## config.mk

```make
export PLATFORM = sky130hd
export DESIGN_NAME = fp16_accumulator_flat
export DESIGN_NICKNAME = d
export VERILOG_FILES = /design/src/rtl/fp16_pkg.sv /design/src/rtl/fp16_accumulator_if.sv /design/src/rtl/fp16_norm.sv /design/src/rtl/fp16_accumulator.sv /design/src/flat_wrapper.sv
export SDC_FILE = /design/constraint.sdc
export NUM_CORES = 1
export LEC_CHECK = 0
export CORE_MARGIN = 3
export CORE_UTILIZATION = 55
export DETAILED_ROUTE_END_ITERATION = 8
export PLACE_DENSITY = 0.82
export SLEW_MARGIN = 20
export SYNTH_ARGS = -nofsm -noshare
export SYNTH_HDL_FRONTEND = slang
export SYNTH_SLANG_ARGS = --single-unit
```

## constraint.sdc

```tcl
create_clock -name CLK -period 4.7 [get_ports CLK]
set_clock_uncertainty 0.15 [all_clocks]
set_input_delay 1.41 -clock CLK [delete_from_list [all_inputs] [get_ports CLK]]
set_output_delay 1.41 -clock CLK [all_outputs]
set_load 0.005 [all_outputs]
```

## src/rtl/fp16_pkg.sv

```systemverilog
//------------------------------------------------------------------------------
// Module   : fp16_pkg
// Brief    : Shared fp16 field widths, special encodings, FSM states and helpers.
// Revision : 1.0 - initial release
//------------------------------------------------------------------------------
`default_nettype none

package fp16_pkg;

  localparam int EXP_W   = 5;
  localparam int MAN_W   = 10;
  localparam int FP_W    = 1 + EXP_W + MAN_W;
  localparam int BIAS    = 15;
  localparam int EXP_MAX = 31;

  localparam logic [FP_W-1:0] POS_ZERO = 16'h0000;
  localparam logic [FP_W-1:0] POS_INF  = 16'h7C00;
  localparam logic [FP_W-1:0] QNAN     = 16'h7E00;

  typedef enum logic [1:0] {
    IDLE  = 2'd0,
    ALIGN = 2'd1,
    ADD   = 2'd2,
    NORM  = 2'd3
  } state_t;

  function automatic logic fp_sign(input logic [FP_W-1:0] x);
    return x[FP_W-1];
  endfunction

  function automatic logic [EXP_W-1:0] fp_exp(input logic [FP_W-1:0] x);
    return x[FP_W-2:MAN_W];
  endfunction

  function automatic logic [MAN_W-1:0] fp_man(input logic [FP_W-1:0] x);
    return x[MAN_W-1:0];
  endfunction

  // Subnormals are deliberately folded into zero.
  function automatic logic is_zero(input logic [FP_W-1:0] x);
    return fp_exp(x) == '0;
  endfunction

  function automatic logic is_inf(input logic [FP_W-1:0] x);
    return (fp_exp(x) == '1) && (fp_man(x) == '0);
  endfunction

  function automatic logic is_nan(input logic [FP_W-1:0] x);
    return (fp_exp(x) == '1) && (fp_man(x) != '0);
  endfunction

endpackage

`default_nettype wire

```

## src/rtl/fp16_accumulator_if.sv

```systemverilog
//------------------------------------------------------------------------------
// Module   : fp16_accumulator_if
// Brief    : Product-in / result-out handshake bundle of the fp16 accumulator.
// Revision : 1.0 - initial release
//------------------------------------------------------------------------------
`default_nettype none

interface fp16_accumulator_if
  import fp16_pkg::*;
#(
  parameter int CNT_W = 16
);

  logic             in_valid;
  logic             in_ready;
  logic [FP_W-1:0]  in_data;
  logic             in_last;
  logic             out_valid;
  logic [FP_W-1:0]  out_data;
  logic [CNT_W-1:0] out_count;

  modport master (
    output in_valid, in_data, in_last,
    input  in_ready, out_valid, out_data, out_count
  );

  modport slave (
    input  in_valid, in_data, in_last,
    output in_ready, out_valid, out_data, out_count
  );

endinterface

`default_nettype wire

```

## src/rtl/fp16_norm.sv

```systemverilog
//------------------------------------------------------------------------------
// Module   : fp16_norm
// Brief    : Combinational carry/leading-zero normalisation of the raw sum.
// Revision : 1.0 - initial release
//------------------------------------------------------------------------------
`default_nettype none

module fp16_norm
  import fp16_pkg::*;
#(
  parameter int SIG_W = 14,
  parameter int E_W   = 5
) (
  input  logic [SIG_W:0]   i_sum,
  input  logic [E_W-1:0]   i_exp,
  output logic [SIG_W-1:0] o_sig,
  output logic [E_W+1:0]   o_exp,
  output logic             o_zero
);

  localparam int LZ_W = $clog2(SIG_W + 1);
  localparam int XW   = E_W + 2;

  logic [LZ_W-1:0] w_lzc;
  logic            w_found;

  always_comb begin
    w_lzc   = '0;
    w_found = 1'b0;
    for (int i = SIG_W - 1; i >= 0; i--) begin
      if (!w_found && i_sum[i]) begin
        w_lzc   = LZ_W'(SIG_W - 1 - i);
        w_found = 1'b1;
      end
    end
  end

  // Exponent is two bits wider so underflow shows up as a negative value.
  always_comb begin
    o_zero = (i_sum == '0);
    if (i_sum[SIG_W]) begin
      o_sig = {i_sum[SIG_W:2], i_sum[1] | i_sum[0]};
      o_exp = {2'b00, i_exp} + XW'(1);
    end else begin
      o_sig = i_sum[SIG_W-1:0] << w_lzc;
      o_exp = {2'b00, i_exp} - XW'(w_lzc);
    end
  end

endmodule

`default_nettype wire

```

## src/rtl/fp16_accumulator.sv

```systemverilog
//------------------------------------------------------------------------------
// Module   : fp16_accumulator
// Brief    : Multi-cycle fp16 running-sum accumulator closing on in_last.
//            Define FP16_ACC_RNE_EN for round-to-nearest-even (else truncate).
// Revision : 1.0 - initial release
//------------------------------------------------------------------------------
`default_nettype none

module fp16_accumulator
  import fp16_pkg::*;
#(
  parameter int EXP_W = fp16_pkg::EXP_W,
  parameter int MAN_W = fp16_pkg::MAN_W,
  parameter int CNT_W = 16
) (
  input  logic              CLK,
  input  logic              RESET,
  input  logic              clear,
  output logic              busy,
  fp16_accumulator_if.slave bus
);

  localparam int SIG_W = MAN_W + 1;
  localparam int EXT_W = SIG_W + 3;
  localparam int XW    = EXP_W + 2;

  state_t           r_state;
  logic [FP_W-1:0]  r_acc, r_opb, r_spec_val, r_out_data;
  logic [CNT_W-1:0] r_count, r_out_count;
  logic             r_last, r_sign, r_sub, r_spec, r_out_valid;
  logic [EXP_W-1:0] r_exp;
  logic [EXT_W-1:0] r_a_ext, r_b_ext;
  logic [EXT_W:0]   r_sum;

  function automatic logic [EXT_W-1:0] ext_sig(input logic [FP_W-1:0] x);
    return is_zero(x) ? '0 : {1'b1, fp_man(x), 3'b000};
  endfunction

  // Alignment: the larger magnitude becomes A, B is shifted with sticky.
  logic             w_swap;
  logic [FP_W-1:0]  w_big, w_small, w_spec_val;
  logic [EXT_W-1:0] w_small_ext, w_small_sh;
  logic [EXP_W-1:0] w_diff;

  assign w_swap      = r_opb[FP_W-2:0] > r_acc[FP_W-2:0];
  assign w_big       = w_swap ? r_opb : r_acc;
  assign w_small     = w_swap ? r_acc : r_opb;
  assign w_small_ext = ext_sig(w_small);
  assign w_diff      = fp_exp(w_big) - fp_exp(w_small);

  always_comb begin
    w_small_sh = '0;
    if (w_diff >= EXP_W'(EXT_W)) begin
      w_small_sh[0] = |w_small_ext;
    end else begin
      w_small_sh    = w_small_ext >> w_diff;
      w_small_sh[0] = w_small_sh[0] | (|(w_small_ext & ~({EXT_W{1'b1}} << w_diff)));
    end
  end

  always_comb begin
    if (is_nan(r_acc) || is_nan(r_opb))
      w_spec_val = QNAN;
    else if (is_inf(r_acc) && is_inf(r_opb))
      w_spec_val = (fp_sign(r_acc) == fp_sign(r_opb)) ? r_acc : QNAN;
    else if (is_inf(r_acc))
      w_spec_val = r_acc;
    else
      w_spec_val = r_opb;
  end

  logic [EXT_W-1:0] w_norm_sig;
  logic [XW-1:0]    w_norm_exp, w_fin_exp;
  logic             w_norm_zero;
  logic [MAN_W-1:0] w_fin_man;
  logic [FP_W-1:0]  w_result;
  logic [CNT_W-1:0] w_cnt_inc;

  fp16_norm #(
    .SIG_W (EXT_W),
    .E_W   (EXP_W)
  ) u_norm (
    .i_sum  (r_sum),
    .i_exp  (r_exp),
    .o_sig  (w_norm_sig),
    .o_exp  (w_norm_exp),
    .o_zero (w_norm_zero)
  );

`ifdef FP16_ACC_RNE_EN
  logic           w_rnd_up;
  logic [SIG_W:0] w_rnd;

  always_comb begin
    w_rnd_up  = w_norm_sig[2] & (w_norm_sig[1] | w_norm_sig[0] | w_norm_sig[3]);
    w_rnd     = {1'b0, w_norm_sig[EXT_W-1:3]} + (SIG_W + 1)'(w_rnd_up);
    w_fin_exp = w_norm_exp;
    w_fin_man = w_rnd[MAN_W-1:0];
    if (w_rnd[SIG_W]) begin
      w_fin_exp = w_norm_exp + XW'(1);
      w_fin_man = w_rnd[MAN_W:1];
    end
  end
`else
  logic w_unused_grs;

  assign w_unused_grs = ^{w_norm_sig[EXT_W-1], w_norm_sig[2:0]};
  assign w_fin_exp    = w_norm_exp;
  assign w_fin_man    = w_norm_sig[EXT_W-2:3];
`endif

  always_comb begin
    if (r_spec)
      w_result = r_spec_val;
    else if (w_norm_zero || w_fin_exp[XW-1] || (w_fin_exp == '0))
      w_result = POS_ZERO;
    else if (w_fin_exp >= XW'(EXP_MAX))
      w_result = {r_sign, POS_INF[FP_W-2:0]};
    else
      w_result = {r_sign, w_fin_exp[EXP_W-1:0], w_fin_man};
  end

  assign w_cnt_inc     = (r_count == '1) ? r_count : r_count + CNT_W'(1);
  assign bus.in_ready  = (r_state == IDLE) && !clear;
  assign bus.out_valid = r_out_valid;
  assign bus.out_data  = r_out_data;
  assign bus.out_count = r_out_count;
  assign busy          = (r_state != IDLE);

  always_ff @(posedge CLK) begin
    if (RESET) begin
      r_state     <= IDLE;
      r_acc       <= POS_ZERO;
      r_count     <= '0;
      r_opb       <= '0;
      r_last      <= 1'b0;
      r_sign      <= 1'b0;
      r_sub       <= 1'b0;
      r_exp       <= '0;
      r_a_ext     <= '0;
      r_b_ext     <= '0;
      r_sum       <= '0;
      r_spec      <= 1'b0;
      r_spec_val  <= '0;
      r_out_valid <= 1'b0;
      r_out_data  <= '0;
      r_out_count <= '0;
    end else if (clear) begin
      r_state     <= IDLE;
      r_acc       <= POS_ZERO;
      r_count     <= '0;
      r_out_valid <= 1'b0;
    end else begin
      r_out_valid <= 1'b0;
      case (r_state)
        IDLE: begin
          if (bus.in_valid) begin
            r_opb   <= bus.in_data;
            r_last  <= bus.in_last;
            r_state <= ALIGN;
          end
        end
        ALIGN: begin
          r_sign     <= fp_sign(w_big);
          r_sub      <= fp_sign(w_big) ^ fp_sign(w_small);
          r_exp      <= fp_exp(w_big);
          r_a_ext    <= ext_sig(w_big);
          r_b_ext    <= w_small_sh;
          r_spec     <= (fp_exp(r_acc) == '1) || (fp_exp(r_opb) == '1);
          r_spec_val <= w_spec_val;
          r_state    <= ADD;
        end
        ADD: begin
          r_sum   <= r_sub ? ({1'b0, r_a_ext} - {1'b0, r_b_ext})
                           : ({1'b0, r_a_ext} + {1'b0, r_b_ext});
          r_state <= NORM;
        end
        NORM: begin
          if (r_last) begin
            r_out_data  <= w_result;
            r_out_count <= w_cnt_inc;
            r_out_valid <= 1'b1;
            r_acc       <= POS_ZERO;
            r_count     <= '0;
          end else begin
            r_acc   <= w_result;
            r_count <= w_cnt_inc;
          end
          r_state <= IDLE;
        end
        default: r_state <= IDLE;
      endcase
    end
  end

endmodule

`default_nettype wire

```

## src/flat_wrapper.sv

```systemverilog
// flat-port wrapper written by rule: the top's interface ports become plain ports
module fp16_accumulator_flat import fp16_pkg::*;
#(
  parameter int EXP_W = fp16_pkg::EXP_W,
  parameter int MAN_W = fp16_pkg::MAN_W,
  parameter int CNT_W = 16
)
  (CLK, RESET, clear, busy, bus_in_valid, bus_in_data, bus_in_last, bus_in_ready, bus_out_valid, bus_out_data, bus_out_count);
  fp16_accumulator_if #(.CNT_W(CNT_W)) bus_i ();
  input  logic CLK;
  input  logic RESET;
  input  logic clear;
  output logic busy;
  input wire logic [$bits(bus_i.in_valid)-1:0] bus_in_valid;
  input wire logic [$bits(bus_i.in_data)-1:0] bus_in_data;
  input wire logic [$bits(bus_i.in_last)-1:0] bus_in_last;
  output wire logic [$bits(bus_i.in_ready)-1:0] bus_in_ready;
  output wire logic [$bits(bus_i.out_valid)-1:0] bus_out_valid;
  output wire logic [$bits(bus_i.out_data)-1:0] bus_out_data;
  output wire logic [$bits(bus_i.out_count)-1:0] bus_out_count;
  assign bus_i.in_valid = bus_in_valid;
  assign bus_i.in_data = bus_in_data;
  assign bus_i.in_last = bus_in_last;
  assign bus_in_ready = bus_i.in_ready;
  assign bus_out_valid = bus_i.out_valid;
  assign bus_out_data = bus_i.out_data;
  assign bus_out_count = bus_i.out_count;
  fp16_accumulator #(.EXP_W(EXP_W), .MAN_W(MAN_W), .CNT_W(CNT_W)) u_core (.CLK(CLK), .RESET(RESET), .clear(clear), .busy(busy), .bus(bus_i));
endmodule
```

Word level (Yosys, flattened, before mapping)
Index checks and enable logic that the tools add are counted.
{"block": "op_classes", "n_bitwise": 7, "reduce_logical": 55, "eq_ne": 8, "shifts": 3, "n_lt_le_gt_ge": 3, "n_mux": 48, "n_addsub": 6}
{"op": "two-way mux 16 bit", "n": 11}
{"op": "two-way mux 4 bit", "n": 12}
{"op": "two-way mux 15 bit", "n": 2}
{"op": "two-way mux 14 bit", "n": 2}
{"op": "OR reduction 14 bit", "n": 2}
{"op": "two-way mux 13 bit", "n": 2}
{"op": "zero test 10 bit", "n": 2}
{"op": "nonzero test 10 bit", "n": 2}
{"op": "logical AND 1 bit", "n": 19}
{"op": "adder 16 x 1 -> 16 bit, second input constant", "n": 1}
{"op": "equality test 16 bit, second input constant", "n": 1}
{"op": "two-way mux 1 bit", "n": 16}
{"op": "adder 14 x 14 -> 15 bit", "n": 1}
{"op": "greater-than comparator 15 bit", "n": 1}
{"op": "zero test 15 bit", "n": 1}
{"op": "subtractor 14 x 14 -> 15 bit", "n": 1}
{"op": "bitwise AND 14 bit", "n": 1}
{"op": "zero test 1 bit", "n": 14}
{"op": "NOT 14 bit", "n": 1}
{"op": "<< shifter 14 x 4 -> 13 bit", "n": 1}
{"op": "<< shifter 14 x 5 -> 14 bit, first input constant", "n": 1}
{"op": "right shift 14 x 5 -> 14 bit", "n": 1}
{"op": "equality test 5 bit, second input constant", "n": 2}
{"op": "zero test 5 bit", "n": 2}
{"op": "23 further kinds", "n": 31}
{"block": "totals", "ff_bits": 151, "input_bits": 21, "elab_cells": 146}

Longest topological paths before layout
{"block": "logic_depth", "word_depth": 47, "mapped_depth": 23, "mapped_depth_nobuf": 20}

By module
Synthesis repeated with hierarchy kept, for this count alone.
{"block": "unflattened", "cells_unflattened": 1249, "hier_area_um2": 9557.9}
{"mod": "fp16_accumulator", "area_per_inst_um2": 8360.5, "cells_per_inst": 1073, "instances": 1}
{"mod": "fp16_norm", "area_per_inst_um2": 1197.4, "cells_per_inst": 176, "instances": 1}

Worst setup path before layout
Ideal clock, no wire load.
{"block": "synth_timing", "kind": "register -> register", "from": "reg u_core.r_sum[9]", "to": "reg u_core.r_acc[0]", "setup_time_ns": 0.066, "period_less_slack_ns": 4.866, "arrival_ns": 4.651, "stages_incl_launch_ff": 23, "required_ns": 4.484, "path_buffers": 3, "setup_slack_ns": -0.166, "cell_sequence": "dfxtp_1 clkbuf_1 nor4_1 nand2_1 nor3_1 nand2_1 a22oi_1 clkbuf_1 ha_1 inv_1 fa_1 a21o_1 a211oi_1 a41oi_1 xnor2_1 nor2_1 a21oi_1 and3_1 clkbuf_1 nand3_1 o311ai_0 a22oi_1 nor2_1"}
{"block": "synth_via", "elab_chain_cells": 36}
{"item": "start: declaration", "line_no": "fp16_accumulator.sv:33", "source": "logic [EXT_W:0] r_sum;"}
{"item": "start signal: assignment", "line_no": "fp16_accumulator.sv:174", "source": "r_sum <= r_sub ? ({1'b0, r_a_ext} - {1'b0, r_b_ext})"}
{"item": "logical AND 1 bit", "line_no": "fp16_norm.sv:31", "source": "if (!w_found && i_sum[i]) begin"}
{"item": "two-way mux 1 bit", "line_no": "fp16_norm.sv:31"}
{"item": "zero test 1 bit", "line_no": "fp16_norm.sv:31"}
{"item": "logical AND 1 bit", "line_no": "fp16_norm.sv:31"}
{"item": "two-way mux 1 bit", "line_no": "fp16_norm.sv:31"}
{"item": "zero test 1 bit", "line_no": "fp16_norm.sv:31"}
{"item": "logical AND 1 bit", "line_no": "fp16_norm.sv:31"}
{"item": "two-way mux 1 bit", "line_no": "fp16_norm.sv:31"}
{"item": "(+20 left out)"}
{"item": "two-way mux 4 bit", "line_no": "fp16_norm.sv:31"}
{"item": "subtractor 5 x 4 -> 6 bit", "line_no": "fp16_norm.sv:46", "source": "o_exp = {2'b00, i_exp} - XW'(w_lzc);"}
{"item": "two-way mux 7 bit", "line_no": "fp16_norm.sv:41", "source": "if (i_sum[SIG_W]) begin"}
{"item": "greater-or-equal comparator 7 x 5 -> 1 bit, or another cell as far along", "line_no": "fp16_accumulator.sv:117", "source": "else if (w_fin_exp >= XW'(EXP_MAX))"}
{"item": "two-way mux 15 bit / logical OR 1 bit (equally long branches)", "line_no": "fp16_accumulator.sv:117, fp16_accumulator.sv:115"}
{"item": "two-way mux 16 bit (*)", "line_no": "fp16_accumulator.sv:115", "source": "else if (w_norm_zero || w_fin_exp[XW-1] || (w_fin_exp == '0))"}
{"item": "two-way mux 16 bit (*)", "line_no": "fp16_accumulator.sv:113", "source": "if (r_spec)"}
{"item": "two-way mux 16 bit (*)", "line_no": "fp16_accumulator.sv:179", "source": "if (r_last) begin"}
{"item": "end signal: assignment", "line_no": "fp16_accumulator.sv:186", "source": "r_acc <= w_result;"}
{"item": "end: declaration", "line_no": "fp16_accumulator.sv:28", "source": "logic [FP_W-1:0] r_acc, r_opb, r_spec_val, r_out_data;"}
Every way passes the cells marked *; elsewhere a longest branch is shown, timed or not.
A chain may end at the register's enable or synchronous reset.

Worst setup path in the final report
{"block": "layout_timing", "from": "reg u_core.r_acc[12]", "to": "reg u_core.r_b_ext[0]"}
{"block": "layout_via", "elab_chain_cells": 9}
{"item": "greater-than comparator 15 bit", "line_no": "fp16_accumulator.sv:45", "source": "assign w_swap = r_opb[FP_W-2:0] > r_acc[FP_W-2:0];"}
{"item": "two-way mux 16 bit, on equally long branches", "line_no": "fp16_accumulator.sv:46, fp16_accumulator.sv:47"}
{"item": "subtractor 5 bit", "line_no": "fp16_accumulator.sv:49", "source": "assign w_diff = fp_exp(w_big) - fp_exp(w_small);"}
{"item": "<< shifter 14 x 5 -> 14 bit", "line_no": "fp16_accumulator.sv:57", "source": "w_small_sh[0] = w_small_sh[0] | (|(w_small_ext & ~({EXT_W{1'b1}} << w_diff)));"}
{"item": "NOT 14 bit", "line_no": "fp16_accumulator.sv:57"}
{"item": "bitwise AND 14 bit", "line_no": "fp16_accumulator.sv:57"}
{"item": "OR reduction 14 bit", "line_no": "fp16_accumulator.sv:57"}
{"item": "bitwise OR 1 bit", "line_no": "fp16_accumulator.sv:57"}
{"item": "two-way mux 1 bit (*)", "line_no": "fp16_accumulator.sv:53", "source": "if (w_diff >= EXP_W'(EXT_W)) begin"}
{"item": "end signal: assignment", "line_no": "fp16_accumulator.sv:168", "source": "r_b_ext <= w_small_sh;"}
{"item": "end: declaration", "line_no": "fp16_accumulator.sv:32", "source": "logic [EXT_W-1:0] r_a_ext, r_b_ext;"}
Marks and branches as above.

==> results.md <==
* Power Density at 307 mW/mm2
* Worst reg2reg path endpoint: u_core.r_b_ext[0]$_SDFFE_PP0P_
* Yosys top cell by area: dfxtp_1
* Worst vdd ir at 305 uV
* Status: finished, final reports clean
* Power Internal at 0.00227 W
* Longest Clk Path Bufs at 2
* DRT antenna net count at 0
* CP endpoint kind: flip-flop
* Area Growth Syn to Fin at 15.0%
* Core Box Area at 0.0161 mm2
* Crit start category: flip-flop
* Final hold vios at 0
* Routed WL per cell at 17.8 um
* Final Power at between 0.003 and 0.004 W
* Sequential power share at 40.2%
* Hpwl dp at 19000 um
* FFs w/ async S/R, synth at 0%
* Slew headroom at roughly 43%
* Max FO, Critical Path at 10
* WHS Endpoint: u_core.bus.out_count[0]$_SDFFE_PP0P_
* Tcrit/Tclk final at 94.3%
* Sw frac at 29.8%
* TritonCTS clock tree: yes
* Area occupied by multi-input gates at 0.00577 mm2
* Number of CTS-inserted buffers at 17
* Mapped Area at between 0.009 and 0.01 mm2
* Worst setup path startpoint: u_core.r_acc[12]$_SDFFE_PP0N_
* Setup violations, final at 0
* Worst path max stage delay at 0.47 ns
* Slew @ Worst Pin at 0.856 ns
* Clock share of power at 40.3%
* # diodes at 0
* Register area share after synthesis at 32.4%
* Top cell type's share of synthesized area at 32.4%
* Die area at 0.0182 mm2
* Pre-antenna DRT Iters at 6
* Top post-synthesis cells by area: dfxtp_1 32%, nor2_1 6.6%, a21oi_1 6.5%, nand2_1 5.7%, ha_1 5.3%
* Gr ovfl total at 0
* Avg Cell Area, Syn at 7.63 um2
* EDFF count, synth at 0
* Hold buffer count at CTS at 0
* Synth Net Count at 1261
* Clock Latency Late Sink at 0.42 ns
* Worst reg2reg startpoint: u_core.r_acc[12]$_SDFFE_PP0N_
* Worst reg2reg setup slack at 0.27 ns
* Hold Crit Class: flip-flop to flip-flop
* Fillcell total at approximately 1400
* Vias in the first global route at between 8000 and 9000
* Clk slew on worst S/H paths at 0.07 ns
* Number of remaining DRC errors at 0
* Register area at 0.00296 mm2
* Number of buffers added on ports at 55
* Max H-tree Level at 4
* Num ports at 56
* YS warnings at 0
* Register bit total from synthesis at about 150
* Psw at between 0.0009 and 0.001 W
* Slew Limit Fails at 0
* CP delay by family, top: simple AND/OR/NAND/NOR gates
* Via count at 9100
* Row cnt at 46
* Root Buffer: clkbuf_16
* Critical Path RT at 4.85 ns
* P_leak at 3.90 nW
* Vias per std cell at 6.23
* Die Ht at 135 um
* Max Freq at ~230 MHz
* Crit Path Class: flip-flop to flip-flop
* WHS Path Cells at 2
* Initial antenna violation count at 0
* Sink Count at roughly 150
* CP max stage cell: or3_1
* MaxCap Viol Count at 0
* Final nets at 1293
* RSZ-0062 raised after global routing: false
* Maximum number of pins on one net before global-route repair at 92
* Total track usage at 28.7%
* Combinational Power Share at between 15 and 20%
* Setup TNS at 0 ns
* Initial core utilization at a little under three fifths
* Post-layout min period at roughly 4.4 ns
* Chip width at 135 um
* Buf/Inv on CP at 2
* Primary FF master, synth: dfxtp_1
* Netlist cell types at 73
* Cell count after synthesis at 1200
* Crit path cell chain: inv_1 -> ha_1 -> nand4_2 -> or3_1 -> and3_1 -> a21oi_4 -> mux2i_1 -> ha_1 -> clkinv_1 -> nand2_1 -> o22ai_1 -> nor3_1 -> o21ai_0 -> o21ai_0 -> a21oi_1 -> o2bb2ai_1
* Starting DRT DRC Count at 1007
* Worst EP arrival at 4.58 ns
* Final WL at 26000 um
* Routability cong. at 1.02
* Hold path start: u_core.bus.out_count[0]$_SDFFE_PP0P_
* First-pass GRT wire length at 43000 um
* R2R depth at 16
* Share of cells above drive strength 1 at 7.15%
-- worst max path at each step --
stage	endpoint	slack [ns]	cells after the start
floorplan	u_core.r_acc[0]$_SDFFE_PP0N_	0.07	20
global placement	u_core.r_acc[0]$_SDFFE_PP0N_	0.32	19
detailed placement	u_core.r_acc[0]$_SDFFE_PP0N_	0.21	19
CTS	u_core.r_acc[0]$_SDFFE_PP0N_	0.16	19
global route	u_core.r_b_ext[0]$_SDFFE_PP0P_	0.006	16
finish	u_core.r_b_ext[0]$_SDFFE_PP0P_	0.27	16
-- sequential cells by signal, indices dropped and copies added, names as in the netlist --
signal / count
u_core.r_spec: 1
u_core.r_count: 16
u_core.r_exp: 5
u_core.bus.out_valid: 1
u_core.bus.out_count: 16
u_core.r_b_ext: 14
u_core.r_sign: 1
u_core.r_state: 2
u_core.r_sub: 1
u_core.r_sum: 15
u_core.bus.out_data: 16
u_core.r_last: 1
u_core.r_a_ext: 11
u_core.r_acc: 16
u_core.r_spec_val: 16
u_core.r_opb: 16
-- metal layers --
metal,track usage (%),vias to the layer above,part of all wire (%)
li1,-,4365,-
met1,39.9,4246,44
met2,46.4,425,46
met3,4.66,64,7.4
met4,8.34,0,2.2
met5,0,-,0
-- worst reg2reg max path: cells and delay by family, from the launching register on --
family / cells / cell delay [ns]
flip-flops: 1 / 0.41
adder cells (fa/ha/maj): 2 / 0.67
AO/OA/AOI/OAI: 6 / 0.84
buffers and inverters: 2 / 0.34
AND/OR/NAND/NOR: 5 / 1.58
multiplexers: 1 / 0.32
-- placed cells by master (no fill, tap or decap), drive strengths merged, types with 4 or more instances in the layout --
cell and count:
a211oi 25, a21o 13, a21oi 120, a22o 10, a22oi 39, a2bb2oi 5
a311oi 7, a31oi 7, a32oi 10, and2 6, and3 14, buf 32
clkbuf 19, clkdlybuf4s50 54, clkinv 5, dfxtp 148, ha 39, inv 50
mux2i 37, nand2 138, nand2b 33, nand3 30, nand4 9, nor2 161
nor2b 12, nor3 33, nor4 11, o211ai 5, o21ai 52, o21bai 4
o2bb2ai 4, o31ai 5, o32ai 5, or2 5, or3 8, or4 4
xnor2 26, xor2 12
-- area by class of cell --
class                   count  share of cell area (%)
clock inverters            12                    1.16
inverters                  46                    1.64
clock buffers              19                    4.21
well taps                 216                    2.57
flip-flops and latches    148                    28.1
multi-input cells         933                    54.8
repair buffers             86                    7.53
-- timing repair --
item	CTS	global route
gates resized for setup	0	6
setup endpoints to repair	0	14
buffers inserted	0	1
-- power by group through the flow --
stage / registers [W] / logic [W] / clock network, W
after floorplan: 0.00131 / 0.000478 / 0
after global placement: 0.00133 / 0.000607 / 0
after detailed placement: 0.00133 / 0.000611 / 0
after CTS: 0.00130 / 0.000615 / 0.00131
after global routing: 0.00130 / 0.000695 / 0.00137
final: 0.00130 / 0.000632 / 0.00130
-- cell usage after synthesis (32+ instances only) --
master	count
a21oi_1	119
a22oi_1	39
clkbuf_1	63
dfxtp_1	148
ha_1	39
inv_1	44
mux2i_1	37
nand2_1	138
nand2b_1	33
nor2_1	160
nor3_1	32
o21ai_0	48
-- cells by family (layout without fill, tap and decap cells) --
group	count (synthesis)	after routing	synth area share [%]
flops	148	148	32.4
xor+xnor	38	38	3.63
mux	43	43	5.15
buf+inv	119	163	5.08
simple gates	472	472	24.0
compound gates	340	340	24.2
fa+ha+maj	40	40	5.55
-- through the flow --
step                cell area (um2)  std cells  hold slack, ns  utilization, %  worst slack (ns)
global placement               9940       1428           0.291            61.7             0.317
floorplan                      9170       1200           0.287               -            0.0745
finish                        10500       1460           0.302            65.3             0.268
CTS                           10500       1459           0.305            65.2             0.162
detailed placement             9940       1428           0.298            61.7             0.215
global route                  10500       1460           0.333            65.3           0.00560
No activity file was read; power rests on OpenSTA's default activity.
